$ cat src/rtl/alu_pkg.sv
// -----------------------------------------------------------------------------
// alu_pkg
// Shared definitions for the ALU command issuer:
//   - opcode constants of the ALU_32bit_optimized partner
//   - OP_SUPPORTED: which opcodes may be issued to the ALU
//   - state encoding of the issuer FSM
// -----------------------------------------------------------------------------
package alu_pkg;

  localparam logic [3:0] OP_ADD = 4'b0000;
  localparam logic [3:0] OP_SUB = 4'b0001;
  localparam logic [3:0] OP_MUL = 4'b0010;
  localparam logic [3:0] OP_AND = 4'b0111;

  typedef enum logic [1:0] {
    ST_IDLE  = 2'd0,
    ST_ISSUE = 2'd1,
    ST_WAIT  = 2'd2,
    ST_RESP  = 2'd3
  } state_e;

  // The ALU implements the opcodes 4'b0000..4'b0111; anything above is refused.
  function automatic logic OP_SUPPORTED(input logic [3:0] op);
    return (op <= 4'b0111);
  endfunction

endpackage

$ cat src/rtl/alu_cmd_issuer_if.sv
// -----------------------------------------------------------------------------
// alu_cmd_issuer_if
// Command and response valid/ready channels of the ALU command issuer.
//   cmd_valid/cmd_ready/cmd_opcode/cmd_a/cmd_b/cmd_tag : command channel
//   rsp_valid/rsp_ready/rsp_result/rsp_carry/rsp_zero/rsp_err/rsp_tag : response
// modport master : the controller side (drives commands, consumes responses)
// modport slave  : the issuer side
// -----------------------------------------------------------------------------
interface alu_cmd_issuer_if #(
  parameter int DATA_W = 32,
  parameter int OP_W   = 4,
  parameter int TAG_W  = 4
);
  logic              cmd_valid;
  logic              cmd_ready;
  logic [OP_W-1:0]   cmd_opcode;
  logic [DATA_W-1:0] cmd_a;
  logic [DATA_W-1:0] cmd_b;
  logic [TAG_W-1:0]  cmd_tag;

  logic              rsp_valid;
  logic              rsp_ready;
  logic [DATA_W-1:0] rsp_result;
  logic              rsp_carry;
  logic              rsp_zero;
  logic              rsp_err;
  logic [TAG_W-1:0]  rsp_tag;

  modport master (
    output cmd_valid, cmd_opcode, cmd_a, cmd_b, cmd_tag, rsp_ready,
    input  cmd_ready, rsp_valid, rsp_result, rsp_carry, rsp_zero, rsp_err, rsp_tag
  );

  modport slave (
    input  cmd_valid, cmd_opcode, cmd_a, cmd_b, cmd_tag, rsp_ready,
    output cmd_ready, rsp_valid, rsp_result, rsp_carry, rsp_zero, rsp_err, rsp_tag
  );
endinterface

$ cat src/rtl/alu_cmd_fifo.sv
// -----------------------------------------------------------------------------
// alu_cmd_fifo
// DEPTH x W command buffer with wrap-around pointers and an occupancy count.
//   clk, rst_n : clock, asynchronous active-low reset (empties the FIFO)
//   push_i     : write wdata_i (ignored when full)
//   pop_i      : advance the head (ignored when empty)
//   rdata_o    : head entry (valid when !empty_o)
//   full_o     : DEPTH entries held
//   empty_o    : no entry held
// -----------------------------------------------------------------------------
module alu_cmd_fifo #(
  parameter int DEPTH = 4,
  parameter int W     = 72
) (
  input  logic         clk,
  input  logic         rst_n,
  input  logic         push_i,
  input  logic         pop_i,
  input  logic [W-1:0] wdata_i,
  output logic [W-1:0] rdata_o,
  output logic         full_o,
  output logic         empty_o
);
  localparam int PW = $clog2(DEPTH);
  localparam int CW = PW + 1;

  logic [W-1:0]  mem_q [DEPTH];
  logic [PW-1:0] wr_ptr_q, wr_ptr_d;
  logic [PW-1:0] rd_ptr_q, rd_ptr_d;
  logic [CW-1:0] count_q, count_d;
  logic          push_s;
  logic          pop_s;

  assign full_o  = (count_q == CW'(DEPTH));
  assign empty_o = (count_q == {CW{1'b0}});
  assign rdata_o = mem_q[rd_ptr_q];
  assign push_s  = push_i && !full_o;
  assign pop_s   = pop_i && !empty_o;

  // Storage write; contents need no reset because the count qualifies them.
  always_ff @(posedge clk) begin
    if (push_s) begin
      mem_q[wr_ptr_q] <= wdata_i;
    end
  end

  // Next pointers and count; DEPTH is a power of 2 so pointers wrap naturally.
  always_comb begin
    wr_ptr_d = wr_ptr_q;
    rd_ptr_d = rd_ptr_q;
    count_d  = count_q;
    if (push_s) begin
      wr_ptr_d = wr_ptr_q + PW'(1);
    end else begin
      wr_ptr_d = wr_ptr_q;
    end
    if (pop_s) begin
      rd_ptr_d = rd_ptr_q + PW'(1);
    end else begin
      rd_ptr_d = rd_ptr_q;
    end
    case ({push_s, pop_s})
      2'b10:   count_d = count_q + CW'(1);
      2'b01:   count_d = count_q - CW'(1);
      default: count_d = count_q;
    endcase
  end

  // Pointer and occupancy registers.
  always_ff @(posedge clk or negedge rst_n) begin
    if (!rst_n) begin
      wr_ptr_q <= {PW{1'b0}};
      rd_ptr_q <= {PW{1'b0}};
      count_q  <= {CW{1'b0}};
    end else begin
      wr_ptr_q <= wr_ptr_d;
      rd_ptr_q <= rd_ptr_d;
      count_q  <= count_d;
    end
  end
endmodule

$ cat src/rtl/alu_cmd_issuer.sv
// -----------------------------------------------------------------------------
// alu_cmd_issuer
// Buffers ALU commands, issues them one at a time to the ALU with a one-cycle
// enable pulse, captures result/carry/zero after ALU_LAT cycles and returns
// them in command order.
//   clk, rst_n          : clock, asynchronous active-low reset
//   bus (slave)         : command and response valid/ready channels
//   alu_a/alu_b         : operands to the ALU (held between ops)
//   alu_opcode          : opcode to the ALU (held between ops)
//   alu_enable          : one-cycle pulse per issued op
//   alu_result/alu_carry_out/alu_zero_flag : ALU outputs, captured after ALU_LAT
//   busy                : FSM active or commands queued
//   done_count          : responses handed off, wraps at 2^16
// -----------------------------------------------------------------------------
module alu_cmd_issuer
  import alu_pkg::*;
#(
  parameter int DATA_W  = 32,
  parameter int OP_W    = 4,
  parameter int TAG_W   = 4,
  parameter int DEPTH   = 4,
  parameter int ALU_LAT = 1
) (
  input  logic              clk,
  input  logic              rst_n,
  alu_cmd_issuer_if.slave   bus,
  output logic [DATA_W-1:0] alu_a,
  output logic [DATA_W-1:0] alu_b,
  output logic [OP_W-1:0]   alu_opcode,
  output logic              alu_enable,
  input  logic [DATA_W-1:0] alu_result,
  input  logic              alu_carry_out,
  input  logic              alu_zero_flag,
  output logic              busy,
  output logic [15:0]       done_count
);
  localparam int FW    = OP_W + 2 * DATA_W + TAG_W;
  localparam int CNT_W = $clog2(ALU_LAT + 1);

  state_e            state_q, state_d;
  logic [CNT_W-1:0]  cnt_q, cnt_d;
  logic [DATA_W-1:0] alu_a_q, alu_a_d, alu_b_q, alu_b_d;
  logic [OP_W-1:0]   alu_op_q, alu_op_d;
  logic              alu_en_q, alu_en_d;
  logic              rsp_valid_q, rsp_valid_d;
  logic [DATA_W-1:0] rsp_result_q, rsp_result_d;
  logic              rsp_carry_q, rsp_carry_d;
  logic              rsp_zero_q, rsp_zero_d;
  logic              rsp_err_q, rsp_err_d;
  logic [TAG_W-1:0]  rsp_tag_q, rsp_tag_d;
  logic [15:0]       done_q, done_d;

  logic              pop_s;
  logic              full_s;
  logic              empty_s;
  logic [FW-1:0]     head_s;
  logic [OP_W-1:0]   head_op_s;
  logic [DATA_W-1:0] head_a_s, head_b_s;
  logic [TAG_W-1:0]  head_tag_s;

  alu_cmd_fifo #(
    .DEPTH (DEPTH),
    .W     (FW)
  ) u_fifo (
    .clk     (clk),
    .rst_n   (rst_n),
    .push_i  (bus.cmd_valid),
    .pop_i   (pop_s),
    .wdata_i ({bus.cmd_opcode, bus.cmd_a, bus.cmd_b, bus.cmd_tag}),
    .rdata_o (head_s),
    .full_o  (full_s),
    .empty_o (empty_s)
  );

  assign {head_op_s, head_a_s, head_b_s, head_tag_s} = head_s;

  assign bus.cmd_ready  = !full_s;
  assign bus.rsp_valid  = rsp_valid_q;
  assign bus.rsp_result = rsp_result_q;
  assign bus.rsp_carry  = rsp_carry_q;
  assign bus.rsp_zero   = rsp_zero_q;
  assign bus.rsp_err    = rsp_err_q;
  assign bus.rsp_tag    = rsp_tag_q;
  assign alu_a          = alu_a_q;
  assign alu_b          = alu_b_q;
  assign alu_opcode     = alu_op_q;
  assign alu_enable     = alu_en_q;
  assign done_count     = done_q;
  assign busy           = (state_q != ST_IDLE) || !empty_s;

  // FSM next state and next values of all output registers.
  always_comb begin
    state_d      = state_q;
    cnt_d        = cnt_q;
    alu_a_d      = alu_a_q;
    alu_b_d      = alu_b_q;
    alu_op_d     = alu_op_q;
    alu_en_d     = 1'b0;
    rsp_valid_d  = rsp_valid_q;
    rsp_result_d = rsp_result_q;
    rsp_carry_d  = rsp_carry_q;
    rsp_zero_d   = rsp_zero_q;
    rsp_err_d    = rsp_err_q;
    rsp_tag_d    = rsp_tag_q;
    done_d       = done_q;
    pop_s        = 1'b0;
    case (state_q)
      ST_IDLE: begin
        if (!empty_s) begin
          pop_s     = 1'b1;
          rsp_tag_d = head_tag_s;
          if (OP_SUPPORTED(4'(head_op_s))) begin
            // Enable is registered, so it is high exactly during ISSUE.
            alu_a_d   = head_a_s;
            alu_b_d   = head_b_s;
            alu_op_d  = head_op_s;
            alu_en_d  = 1'b1;
            state_d   = ST_ISSUE;
          end else begin
            // Refused op skips the ALU entirely and answers with an error.
            rsp_err_d    = 1'b1;
            rsp_result_d = {DATA_W{1'b0}};
            rsp_carry_d  = 1'b0;
            rsp_zero_d   = 1'b0;
            rsp_valid_d  = 1'b1;
            state_d      = ST_RESP;
          end
        end else begin
          state_d = ST_IDLE;
        end
      end
      ST_ISSUE: begin
        cnt_d   = CNT_W'(ALU_LAT);
        state_d = ST_WAIT;
      end
      ST_WAIT: begin
        cnt_d = cnt_q - CNT_W'(1);
        // Counter hits zero on this edge: the ALU output is now stable.
        if (cnt_q == CNT_W'(1)) begin
          rsp_result_d = alu_result;
          rsp_carry_d  = alu_carry_out;
          rsp_zero_d   = alu_zero_flag;
          rsp_err_d    = 1'b0;
          rsp_valid_d  = 1'b1;
          state_d      = ST_RESP;
        end else begin
          state_d = ST_WAIT;
        end
      end
      ST_RESP: begin
        if (bus.rsp_ready) begin
          rsp_valid_d = 1'b0;
          done_d      = done_q + 16'd1;
          state_d     = ST_IDLE;
        end else begin
          state_d = ST_RESP;
        end
      end
      default: begin
        state_d = ST_IDLE;
      end
    endcase
  end

  // State, ALU drive and response registers.
  always_ff @(posedge clk or negedge rst_n) begin
    if (!rst_n) begin
      state_q      <= ST_IDLE;
      cnt_q        <= {CNT_W{1'b0}};
      alu_a_q      <= {DATA_W{1'b0}};
      alu_b_q      <= {DATA_W{1'b0}};
      alu_op_q     <= {OP_W{1'b0}};
      alu_en_q     <= 1'b0;
      rsp_valid_q  <= 1'b0;
      rsp_result_q <= {DATA_W{1'b0}};
      rsp_carry_q  <= 1'b0;
      rsp_zero_q   <= 1'b0;
      rsp_err_q    <= 1'b0;
      rsp_tag_q    <= {TAG_W{1'b0}};
      done_q       <= 16'd0;
    end else begin
      state_q      <= state_d;
      cnt_q        <= cnt_d;
      alu_a_q      <= alu_a_d;
      alu_b_q      <= alu_b_d;
      alu_op_q     <= alu_op_d;
      alu_en_q     <= alu_en_d;
      rsp_valid_q  <= rsp_valid_d;
      rsp_result_q <= rsp_result_d;
      rsp_carry_q  <= rsp_carry_d;
      rsp_zero_q   <= rsp_zero_d;
      rsp_err_q    <= rsp_err_d;
      rsp_tag_q    <= rsp_tag_d;
      done_q       <= done_d;
    end
  end
endmodule
$ cat src/flat_wrapper.sv
// flat-port wrapper written by rule: the top's interface ports become plain ports
module alu_cmd_issuer_flat import alu_pkg::*;
#(
  parameter int DATA_W  = 32,
  parameter int OP_W    = 4,
  parameter int TAG_W   = 4,
  parameter int DEPTH   = 4,
  parameter int ALU_LAT = 1
)
  (clk, rst_n, alu_a, alu_b, alu_opcode, alu_enable, alu_result, alu_carry_out, alu_zero_flag, busy, done_count, bus_cmd_valid, bus_cmd_opcode, bus_cmd_a, bus_cmd_b, bus_cmd_tag, bus_rsp_ready, bus_cmd_ready, bus_rsp_valid, bus_rsp_result, bus_rsp_carry, bus_rsp_zero, bus_rsp_err, bus_rsp_tag);
  alu_cmd_issuer_if #(.DATA_W(DATA_W), .OP_W(OP_W), .TAG_W(TAG_W)) bus_i ();
  input  logic clk;
  input  logic rst_n;
  output logic [DATA_W-1:0] alu_a;
  output logic [DATA_W-1:0] alu_b;
  output logic [OP_W-1:0] alu_opcode;
  output logic alu_enable;
  input  logic [DATA_W-1:0] alu_result;
  input  logic alu_carry_out;
  input  logic alu_zero_flag;
  output logic busy;
  output logic [15:0] done_count;
  input wire logic [$bits(bus_i.cmd_valid)-1:0] bus_cmd_valid;
  input wire logic [$bits(bus_i.cmd_opcode)-1:0] bus_cmd_opcode;
  input wire logic [$bits(bus_i.cmd_a)-1:0] bus_cmd_a;
  input wire logic [$bits(bus_i.cmd_b)-1:0] bus_cmd_b;
  input wire logic [$bits(bus_i.cmd_tag)-1:0] bus_cmd_tag;
  input wire logic [$bits(bus_i.rsp_ready)-1:0] bus_rsp_ready;
  output wire logic [$bits(bus_i.cmd_ready)-1:0] bus_cmd_ready;
  output wire logic [$bits(bus_i.rsp_valid)-1:0] bus_rsp_valid;
  output wire logic [$bits(bus_i.rsp_result)-1:0] bus_rsp_result;
  output wire logic [$bits(bus_i.rsp_carry)-1:0] bus_rsp_carry;
  output wire logic [$bits(bus_i.rsp_zero)-1:0] bus_rsp_zero;
  output wire logic [$bits(bus_i.rsp_err)-1:0] bus_rsp_err;
  output wire logic [$bits(bus_i.rsp_tag)-1:0] bus_rsp_tag;
  assign bus_i.cmd_valid = bus_cmd_valid;
  assign bus_i.cmd_opcode = bus_cmd_opcode;
  assign bus_i.cmd_a = bus_cmd_a;
  assign bus_i.cmd_b = bus_cmd_b;
  assign bus_i.cmd_tag = bus_cmd_tag;
  assign bus_i.rsp_ready = bus_rsp_ready;
  assign bus_cmd_ready = bus_i.cmd_ready;
  assign bus_rsp_valid = bus_i.rsp_valid;
  assign bus_rsp_result = bus_i.rsp_result;
  assign bus_rsp_carry = bus_i.rsp_carry;
  assign bus_rsp_zero = bus_i.rsp_zero;
  assign bus_rsp_err = bus_i.rsp_err;
  assign bus_rsp_tag = bus_i.rsp_tag;
  alu_cmd_issuer #(.DATA_W(DATA_W), .OP_W(OP_W), .TAG_W(TAG_W), .DEPTH(DEPTH), .ALU_LAT(ALU_LAT)) u_core (.clk(clk), .rst_n(rst_n), .bus(bus_i), .alu_a(alu_a), .alu_b(alu_b), .alu_opcode(alu_opcode), .alu_enable(alu_enable), .alu_result(alu_result), .alu_carry_out(alu_carry_out), .alu_zero_flag(alu_zero_flag), .busy(busy), .done_count(done_count));
endmodule
$ cat config.mk
export PLATFORM = sky130hd
export DESIGN_NAME = alu_cmd_issuer_flat
export DESIGN_NICKNAME = d
export VERILOG_FILES = /design/src/rtl/alu_pkg.sv /design/src/rtl/alu_cmd_issuer_if.sv /design/src/rtl/alu_cmd_fifo.sv /design/src/rtl/alu_cmd_issuer.sv /design/src/flat_wrapper.sv
export SDC_FILE = /design/constraint.sdc
export NUM_CORES = 1
export LEC_CHECK = 0
export ABC_AREA = 1
export BUFFER_PORTS_ARGS = -buffer_cell sky130_fd_sc_hd__buf_2
export CORE_ASPECT_RATIO = 1.4
export CORE_UTILIZATION = 35
export CTS_CLUSTER_SIZE = 14
export DETAILED_ROUTE_END_ITERATION = 7
export PLACE_DENSITY = 0.65
export SLEW_MARGIN = 20
export SYNTH_ARGS = -nofsm -noshare
export SYNTH_HDL_FRONTEND = slang
export SYNTH_SLANG_ARGS = --single-unit
$ cat constraint.sdc
create_clock -name clk -period 6 [get_ports clk]
set_input_delay 0.6 -clock clk [delete_from_list [all_inputs] [get_ports clk]]
set_output_delay 0.6 -clock clk [all_outputs]
set_load 0.005 [all_outputs]
==> metrics.yaml <==
status: "finished clean"
cts_buffer_depth: 3
arrival_ns: 3.61
vias: 12024
area_growth_syn_to_layout_pct: 17.9
p_leak_nw: 9.39
final_cell_mix: "nand2_1, edfxtp_1, buf_2"
cts_num_sinks: 423
hold_class: "input port to asynchronous set/reset pin"
crit_end: "u_core.u_fifo.count_q[2]"
start_util_pct: 35.7
yosysTopAreaCell: "edfxtp_1"
min_period_over_period_pct: 53.3
avgSynthCellArea_um2: 10.5
wirelength_um: 41600
cts_tree: "built"
synth.distinct_cells: 28
dp.cells: 2438
nNetsFinal: 1972
rr_endpoint: "u_core.u_fifo.count_q[2]"
cts_resized: 0
crit_buf_inv: 3
grt_usage_pct: 16.5
finalNonFillerCells: 2522
synthTopCellsByArea: "edfxtp_1, dfrtp_1, nand2_1"
postSynthRegisterBits: 423
p_per_area_mw_per_mm2: 503
viasPerCell: 4.77
finalPower_mw: 10.2
crit_family: "adder cells"
path_common_cell: "inv_1"
rr_worst_depth: 10
rows: 95
grt_max_degree: 90
endpoint_kind: "flop"
min_period_ns: 3.20
final-max-slew-violation-count: 0
fillers: 4476
drc: 0
grt_pass1_wl_um: 64400
fin_setup_tns_ns: 0
io_pins: 237
path_cells: "inv_1 > ha_4 > nand2_1 > inv_1 > ha_1 > inv_1 > fa_1 > a21oi_1 > o21ai_0 > xor2_1"
numCtsBuffers: 41
relSlewSlack_pct: 27.5
hold_viol: 0
crit_cells: 10
seq_area_frac_synth_pct: 69.7
cp_slowest_cell: "ha_4"
die_area_mm2: 0.0502
place_hpwl_um: 23400
synth_warnings: 0
root_buffer: "clkbuf_16"
synth_area_mm2: 0.0173
cts_hold_buf: 0
port_buffers: 236
worst_slew_pin_slew_ns: 1.09
fmax_ghz: 0.313
fin_util_pct: 42.1
startpoint: "u_core.state_q[0]"
skew_ns: 0.0135
first_iter_violations: 745
grt_overflow: 0
rsz0062_at_grt: "false"
cts_setup_buffers: 0
critPathKind: "flop to flop"
startpoint_type: "flop"
worstReg2RegStart: "u_core.state_q[0]"
cpPeakStageDelay_ns: 0.87
first_global_vias: 11789
core-area_mm2: 0.0484
die_h_um: 265
dr.pass1.iters: 5
antenna_found_initial: 15
clkLatencyLatePin_ns: 0.54
gp_congestion: 0.801
crit_required_ns: 6.41
r2r_slack_ns: 2.80
synthCells: 1642
cp_max_fo: 72
wl_per_cell_um: 16.5
syn_nets: 1763
final_common_cell: "nand2_1"
setup_violations: 0
antenna_left: 0
cts_htree_levels: 2
clkSlewWorstSetupHoldPaths_ns: 0.06
drive_above_1_share_pct: 17.7
peakVddDrop_uv: 268
die_w_um: 190
yosysTopAreaCellShare_pct: 50.1
maxCapViolations: 0
-- area by class of cell --
class | count | area [µm²] | area share [%]
Clock inverter | 21 | 184 | 0.903
Inverter | 30 | 115 | 0.565
Timing Repair Buffer | 255 | 1330 | 6.53
Multi-Input combinational cell | 1100 | 4760 | 23.4
Tap cell | 630 | 788 | 3.87
Clock buffer | 54 | 1120 | 5.52
Antenna cell | 9 | 22.5 | 0.111
Sequential cell | 423 | 12000 | 59.1
-- synthesized netlist by cell type --
cell type,n
clkbuf_1,35
o22ai_1,4
nand3_1,10
nand4_1,70
buf_1,11
nand3b_1,36
xnor2_1,5
nor3_1,2
nor2_1,34
ha_1,10
buf_4,8
o21a_1,1
nand3_2,1
buf_2,32
a21oi_1,2
buf_6,3
or2_2,1
xor2_1,10
o21ai_0,14
nand2_2,3
dfrtp_1,135
mux2_2,1
inv_1,28
nor2_4,1
edfxtp_1,288
fa_1,1
nand2_1,894
inv_2,2
-- through the flow --
step	hold WS, ns	instance area, µm²	worst slack (ns)
5_1_grt	0.111	20400	2.59
3_5_place_dp	0.453	19000	2.84
2_1_floorplan	0.304	17300	1.71
6_report	0.0649	20400	2.80
3_3_place_gp	0.448	19000	2.87
4_1_cts	0.0884	20300	2.82
-- logic make-up (layout without fill, tap and decap cells) --
logic type	Yosys count	count (layout)	synth area share [%]
AO/OA/AOI/OAI	21	21	0.652
XOR/XNOR	15	15	0.761
adder cells (fa/ha/maj)	11	11	0.841
buffers and inverters	119	360	3.12
flip-flops	423	423	69.7
multiplexers	1	1	0.0652
other	0	9	0
AND/OR/NAND/NOR	1052	1052	24.9
-- worst min path at each step --
stage                              from                        end  cells after the start
3_5_place_dp   u_core.bus.rsp_result[2]   u_core.bus.rsp_result[2]                      2
2_1_floorplan                     rst_n            u_core.alu_a[0]                      0
3_3_place_gp   u_core.bus.rsp_result[2]   u_core.bus.rsp_result[2]                      2
5_1_grt                           rst_n  u_core.bus.rsp_result[14]                      1
6_report                          rst_n  u_core.bus.rsp_result[15]                      1
4_1_cts                           rst_n  u_core.bus.rsp_result[15]                      1
-- registers in the layout, summed over array words and instances (netlist names) --
register                flops
u_core.cnt_q                1
u_core.u_fifo.count_q       3
u_core.u_fifo.rd_ptr_q      2
u_core.bus.rsp_valid        1
u_core.u_fifo.mem_q       288
u_core.bus.rsp_zero         1
u_core.alu_a               32
u_core.bus.rsp_err          1
u_core.alu_opcode           4
u_core.alu_b               32
u_core.bus.rsp_result      32
u_core.u_fifo.wr_ptr_q      2
u_core.done_count          16
u_core.bus.rsp_tag          4
u_core.bus.rsp_carry        1
u_core.state_q              2
u_core.alu_enable           1
-- power by group --
part	total, mW	switching [mW]	internal [mW]
Combinational	3.53	2.49	1.04
Clock	2.53	1.08	1.45
Sequential	4.17	0.276	3.90
Total	10.2	3.85	6.39
-- per-layer routing --
layer	share of wire, %	track usage (%)	vias up
met4	3.0	6.91	12
met1	41	19.5	5792
met2	50	29.4	315
met5	0.18	0	-
li1	-	-	5815
met3	5.4	2.86	90
Power figures use the tool's default switching activity.
